[src/rtl/hazard_stall_controller.sv]
// Decode-stage sequencing controller: 3-slot writer scoreboard (EX/MEM/WB), multiply busy FSM, branch flush.
// Define FORWARDING_EN for bypass selects with load-use-only stalls; otherwise any in-flight writer stalls.
module hazard_stall_controller #(
  parameter int MUL_LATENCY = 4
) (
  input  logic       Clock,
  input  logic       Reset,
  input  logic       ID_Valid,
  input  logic [4:0] ID_Rs,
  input  logic [4:0] ID_Rt,
  input  logic       ID_UsesRs,
  input  logic       ID_UsesRt,
  input  logic       ID_RegWrite,
  input  logic [4:0] ID_Rd,
  input  logic       ID_MemRead,
  input  logic       ID_IsMul,
  input  logic       BranchTaken,
  output logic       PCWrite,
  output logic       IFID_Write,
  output logic       IFID_Flush,
  output logic       IDEX_Bubble,
  output logic [1:0] ForwardA,
  output logic [1:0] ForwardB,
  output logic       Busy
);

  typedef struct packed {
    logic       valid;
    logic [4:0] rd;
    logic       load;
  } slot_t;

  typedef enum logic {
    RUN      = 1'b0,
    MUL_BUSY = 1'b1
  } state_t;

  localparam int              CNT_W     = (MUL_LATENCY > 1) ? $clog2(MUL_LATENCY) : 1;
  localparam logic [CNT_W-1:0] CNT_LOAD = CNT_W'(MUL_LATENCY - 1);
  localparam bit              MUL_MULTI = (MUL_LATENCY > 1);

  state_t           state, state_nxt;
  logic [CNT_W-1:0] cnt, cnt_nxt;
  slot_t            ex_q, mem_q, wb_q;
  slot_t            ex_nxt, mem_nxt, wb_nxt;
  logic             busy_st;
  logic             dep_ex, dep_mem, dep_wb;
  logic             haz, issue, mul_start;
  logic [1:0]       fwd_a, fwd_b;
  logic             unused_load;

  function automatic logic match(input slot_t s, input logic [4:0] r);
    return s.valid && (s.rd == r) && (r != 5'd0);
  endfunction

  function automatic logic depends(input slot_t s, input logic uses_rs, input logic uses_rt,
                                   input logic [4:0] rs, input logic [4:0] rt);
    return (uses_rs && match(s, rs)) || (uses_rt && match(s, rt));
  endfunction

  assign busy_st = (state == MUL_BUSY);

  assign dep_ex  = ID_Valid && depends(ex_q,  ID_UsesRs, ID_UsesRt, ID_Rs, ID_Rt);
  assign dep_mem = ID_Valid && depends(mem_q, ID_UsesRs, ID_UsesRt, ID_Rs, ID_Rt);
  assign dep_wb  = ID_Valid && depends(wb_q,  ID_UsesRs, ID_UsesRt, ID_Rs, ID_Rt);

`ifdef FORWARDING_EN
  // Youngest producer wins so the bypass always sees the most recent value.
  function automatic logic [1:0] pick(input slot_t ex, input slot_t mem, input slot_t wb,
                                      input logic [4:0] r);
    if (match(ex, r))       return 2'b01;
    else if (match(mem, r)) return 2'b10;
    else if (match(wb, r))  return 2'b11;
    else                    return 2'b00;
  endfunction

  assign haz   = dep_ex && ex_q.load;
  assign fwd_a = pick(ex_q, mem_q, wb_q, ID_Rs);
  assign fwd_b = pick(ex_q, mem_q, wb_q, ID_Rt);
`else
  assign haz   = dep_ex || dep_mem || dep_wb;
  assign fwd_a = 2'b00;
  assign fwd_b = 2'b00;
`endif

  // WB load flag is carried for slot uniformity but nothing downstream consumes it.
  assign unused_load = wb_q.load;

  assign issue     = (state == RUN) && !haz && !BranchTaken && ID_Valid;
  assign mul_start = issue && ID_IsMul && MUL_MULTI;

  always_comb begin
    state_nxt = state;
    cnt_nxt   = cnt;
    case (state)
      RUN: begin
        if (mul_start) begin
          state_nxt = MUL_BUSY;
          cnt_nxt   = CNT_LOAD;
        end
      end
      MUL_BUSY: begin
        cnt_nxt = cnt - CNT_W'(1);
        if (cnt == CNT_W'(1)) state_nxt = RUN;
      end
      default: begin
        state_nxt = RUN;
        cnt_nxt   = '0;
      end
    endcase
  end

  // While the multiply occupies EX, the EX slot holds its writer and MEM receives a bubble.
  always_comb begin
    wb_nxt  = mem_q;
    mem_nxt = busy_st ? slot_t'('0) : ex_q;
    if (busy_st) ex_nxt = ex_q;
    else         ex_nxt = {issue && ID_RegWrite && (ID_Rd != 5'd0), ID_Rd, ID_MemRead};
  end

  always_ff @(posedge Clock or posedge Reset) begin
    if (Reset) begin
      state <= RUN;
      cnt   <= '0;
      ex_q  <= '0;
      mem_q <= '0;
      wb_q  <= '0;
    end else begin
      state <= state_nxt;
      cnt   <= cnt_nxt;
      ex_q  <= ex_nxt;
      mem_q <= mem_nxt;
      wb_q  <= wb_nxt;
    end
  end

  // Output priority: reset, then branch flush, then multiply/hazard stall, then normal flow.
  always_comb begin
    PCWrite     = 1'b1;
    IFID_Write  = 1'b1;
    IFID_Flush  = 1'b0;
    IDEX_Bubble = 1'b0;
    ForwardA    = fwd_a;
    ForwardB    = fwd_b;
    if (Reset) begin
      PCWrite     = 1'b0;
      IFID_Write  = 1'b0;
      IDEX_Bubble = 1'b1;
      ForwardA    = 2'b00;
      ForwardB    = 2'b00;
    end else if (BranchTaken) begin
      IFID_Flush  = 1'b1;
      IDEX_Bubble = 1'b1;
    end else if (busy_st || haz) begin
      PCWrite     = 1'b0;
      IFID_Write  = 1'b0;
      IDEX_Bubble = 1'b1;
    end
  end

  assign Busy = busy_st;

endmodule

[config.mk]
export PLATFORM = sky130hd
export DESIGN_NAME = hazard_stall_controller
export DESIGN_NICKNAME = d
export VERILOG_FILES = /design/src/rtl/hazard_stall_controller.sv
export SDC_FILE = /design/constraint.sdc
export NUM_CORES = 1
export LEC_CHECK = 0
export CAP_MARGIN = 5
export CORE_MARGIN = 1
export CORE_UTILIZATION = 60
export CTS_BUF_LIST = sky130_fd_sc_hd__clkbuf_4
export DETAILED_ROUTE_END_ITERATION = 12
export DONT_BUFFER_PORTS = 1
export PLACE_DENSITY_LB_ADDON = 0.05
export SLEW_MARGIN = 20
export SYNTH_ARGS = -nofsm -noshare
export SYNTH_HDL_FRONTEND = slang
export SYNTH_SLANG_ARGS = --single-unit
[constraint.sdc]
create_clock -name Clock -period 3.35 [get_ports Clock]
set_input_delay 0.67 -clock Clock [delete_from_list [all_inputs] [get_ports Clock]]
set_output_delay 0.67 -clock Clock [all_outputs]
set_load 0.02 [all_outputs]
==> flow_summary.json, run 1 <==
{
  "io_pins": 33,
  "max_slew.worst_pin.slew_ns": 0.794,
  "busiest_layer": "met2",
  "leakagePower_uw": 0.000527,
  "async_reset_ff_frac": 1.00,
  "cts_tree": "built",
  "overflow": 0,
  "rsz0062_at_grt": "no",
  "first_iter_violations": 5,
  "die_y_microns": 46.3,
  "ctsRootBufferMaster": "clkbuf_4",
  "hold_class": "primary input to async pin",
  "fin_skew_ns": 0.00129,
  "final_nets": 137,
  "tritoncts.num_buffers": 3,
  "htree_levels": 1,
  "fmax_mhz": 351,
  "grt_pass1_vias": 819,
  "layout-drive-gt1-share": 0.126,
  "vias": 779,
  "core_area_sq_mm": 0.00178,
  "rows": 15,
  "area_growth_syn_to_layout_pct": 3.61,
  "grt_pass1_wl_microns": 3370,
  "worstReg2RegStart": "mem_q[4]",
  "post_cts_resized": 0,
  "clock_latency_ns": 0.31,
  "critical_path_class": "primary input to primary output",
  "drv_cap": 0,
  "grt_max_degree": 23,
  "power_uw": 912,
  "clockBufferDepth": 2,
  "firstDrtPassIters": 4,
  "syn_inst": 109,
  "synth-seq-cells": 21,
  "worstPathArrival_ns": 2.18,
  "synth.area.top_cells": "dfrtp_1, xor2_1, xnor2_1, mux2_2, nor2b_1",
  "clk_pin_slew_worst_paths_ns": 0.11,
  "wl_microns": 2240,
  "syn-cell-area_sq_mm": 0.00118,
  "worst_slack_ns": 0.505,
  "required_ns": 2.68,
  "holdBufCountCts": 0,
  "setup-violations-final": 0,
  "gp_congestion": 0.849,
  "yosysSeqAreaShare": 0.445,
  "use_met2": 0.386,
  "viasPerCell": 5.73,
  "antenna_found_initial": 0,
  "drtAntennaViolNets": 0,
  "met1_usage": 0.277,
  "maxSlewHeadroom": 0.471,
  "die_w_microns": 46.3,
  "syn_avg_cell_area_sq_um": 10.8,
  "worst_setup_path_start_kind": "primary input",
  "place_ws_ns": 0.531,
  "finalCriticalPeriod_ns": 2.85,
  "gr-usage-all-layers": 0.239,
  "io_buffers": 0,
  "ys.flop_type": "dfrtp_1",
  "status": "finished clean",
  "hold_violations": 0,
  "ys_warn_count": 0,
  "dieArea_sq_mm": 0.00215,
  "initial_core_util": 0.662,
  "cp-startpoint": "ID_Rt[1]",
  "drc_errors": 0,
  "cp_max_fo": 5,
  "synth_edf_count": 0,
  "p_per_area_mw_per_mm2": 746,
  "synth.largest_area_cell": "dfrtp_1",
  "wire_per_inst_microns": 16.5,
  "diodes": 0,
  "post-route-period-util": 0.849,
  "use_met3": 0.0471,
  "netlist.area_leader.share": 0.445,
  "cts_sinks": 21,
  "yosysUniqueCellTypes": 26,
  "post_cts_buffers": 0,
  "final_common_cell": "xor2_1",
  "vdd_ir_drop_max_uv": 580,
  "fillers": 141,
  "fin_hold_ws_ns": 0.260,
  "endpoint_kind": "primary output",
  "layout_common_cells": "xor2_1, dfrtp_1, nor2b_1, xnor2_1, nand3_1",
  "setup-tns-final_ns": 0,
  "detailed_place_hpwl_microns": 1750,
  "slew_violations": 0
}
[logic make-up (layout without fill, tap and decap cells)]
logic type,Yosys count,in the layout,share of synthesized area
XOR/XNOR,31,31,0.230
multiplexers,6,6,0.0562
AO/OA/AOI/OAI,11,11,0.0668
buffers and inverters,11,10,0.0509
adder cells (fa/ha/maj),1,1,0.0106
other,1,4,0.00318
AND/OR/NAND/NOR,27,27,0.137
flip-flops,21,21,0.445
[area by class of cell]
cell class	instances	area, sq um	share of cell area
Sequential cell	21	526	0.430
Timing Repair Buffer	2	15.0	0.0123
Inverter	4	15.0	0.0123
Multi-Input combinational cell	80	606	0.495
Clock buffer	4	30.0	0.0246
Tap cell	25	31.3	0.0256
[metrics by stage]
| stage | utilization | cell area [sq um] | cells |
|---|---|---|---|
| after floorplan | - | 1190 | 112 |
| after global placement | 0.669 | 1190 | 132 |
| after detailed placement | 0.669 | 1190 | 132 |
| after CTS | 0.686 | 1220 | 136 |
| after global routing | 0.686 | 1220 | 136 |
| final | 0.686 | 1220 | 136 |
[layer usage]
layer | share of wire | vias to the layer above | wire, microns
met3 | 0.048 | 7 | 108
met1 | 0.43 | 372 | 964
li1 | - | 372 | -
met2 | 0.49 | 28 | 1090
met4 | 0.032 | 0 | 72
met5 | 0 | - | 0
[registers in the layout, summed over array words and instances, names as in the netlist]
register and count:
wb_q 6, mem_q 6, Busy 1, ex_q 6, cnt 2
[path summary, 6_finish.rpt]
path                       slack (ns)       end  cells after the start
setup reg to reg                 1.59   ex_q[6]                      6
setup / recovery                 0.50   PCWrite                      6
hold / removal                   0.26   wb_q[2]                      2
hold reg to reg                  0.42   wb_q[6]                      0
min in group Clock               0.42   wb_q[6]                      0
max in group asynchronous        2.87  mem_q[5]                      2
[cells in the mapped netlist (2+ instances only)]
cell type   n
xor2_1     24
dfrtp_1    21
nand3_1     7
nor2b_1     7
xnor2_1     7
nor4_1      6
buf_4       5
mux2_2      5
inv_1       4
o21ai_1     4
or4_1       3
a31oi_1     2
[worst max-delay path, stage by stage]
cell and delay (ns):
or4_1 0.52, o21ai_1 0.16, a31oi_1 0.08, or2_4 0.28, a221oi_2 0.24, buf_4 0.22
[power by group]
part	switching [uW]	total [uW]	internal [uW]
Clock	77.1	132	54.7
Combinational	122	284	162
Sequential	137	496	359
Total	336	912	576
Note: power is estimated with default switching activity, not from simulation.
==> run 2, diff against run 1 <==
==> constraint.sdc (replaced) <==
create_clock -name Clock -period 2.9 [get_ports Clock]
set_input_delay 0.58 -clock Clock [delete_from_list [all_inputs] [get_ports Clock]]
set_output_delay 0.58 -clock Clock [all_outputs]
set_load 0.02 [all_outputs]
==> results of run 2 <==
The final DEF is identical to that of run 1. Status: finished clean.
Main changes from that run: setup slack after placement 0.531 ns -> 0.261 ns; setup slack after layout 0.505 ns -> 0.157 ns; hold slack 0.260 ns -> 0.170 ns; start point of the critical path ID_Rt[1] -> mem_q[4]; register-to-register setup slack 1.59 ns -> 1.14 ns; total power 912 uW -> 1050 uW; worst IR drop on VDD 580 uV -> 670 uV
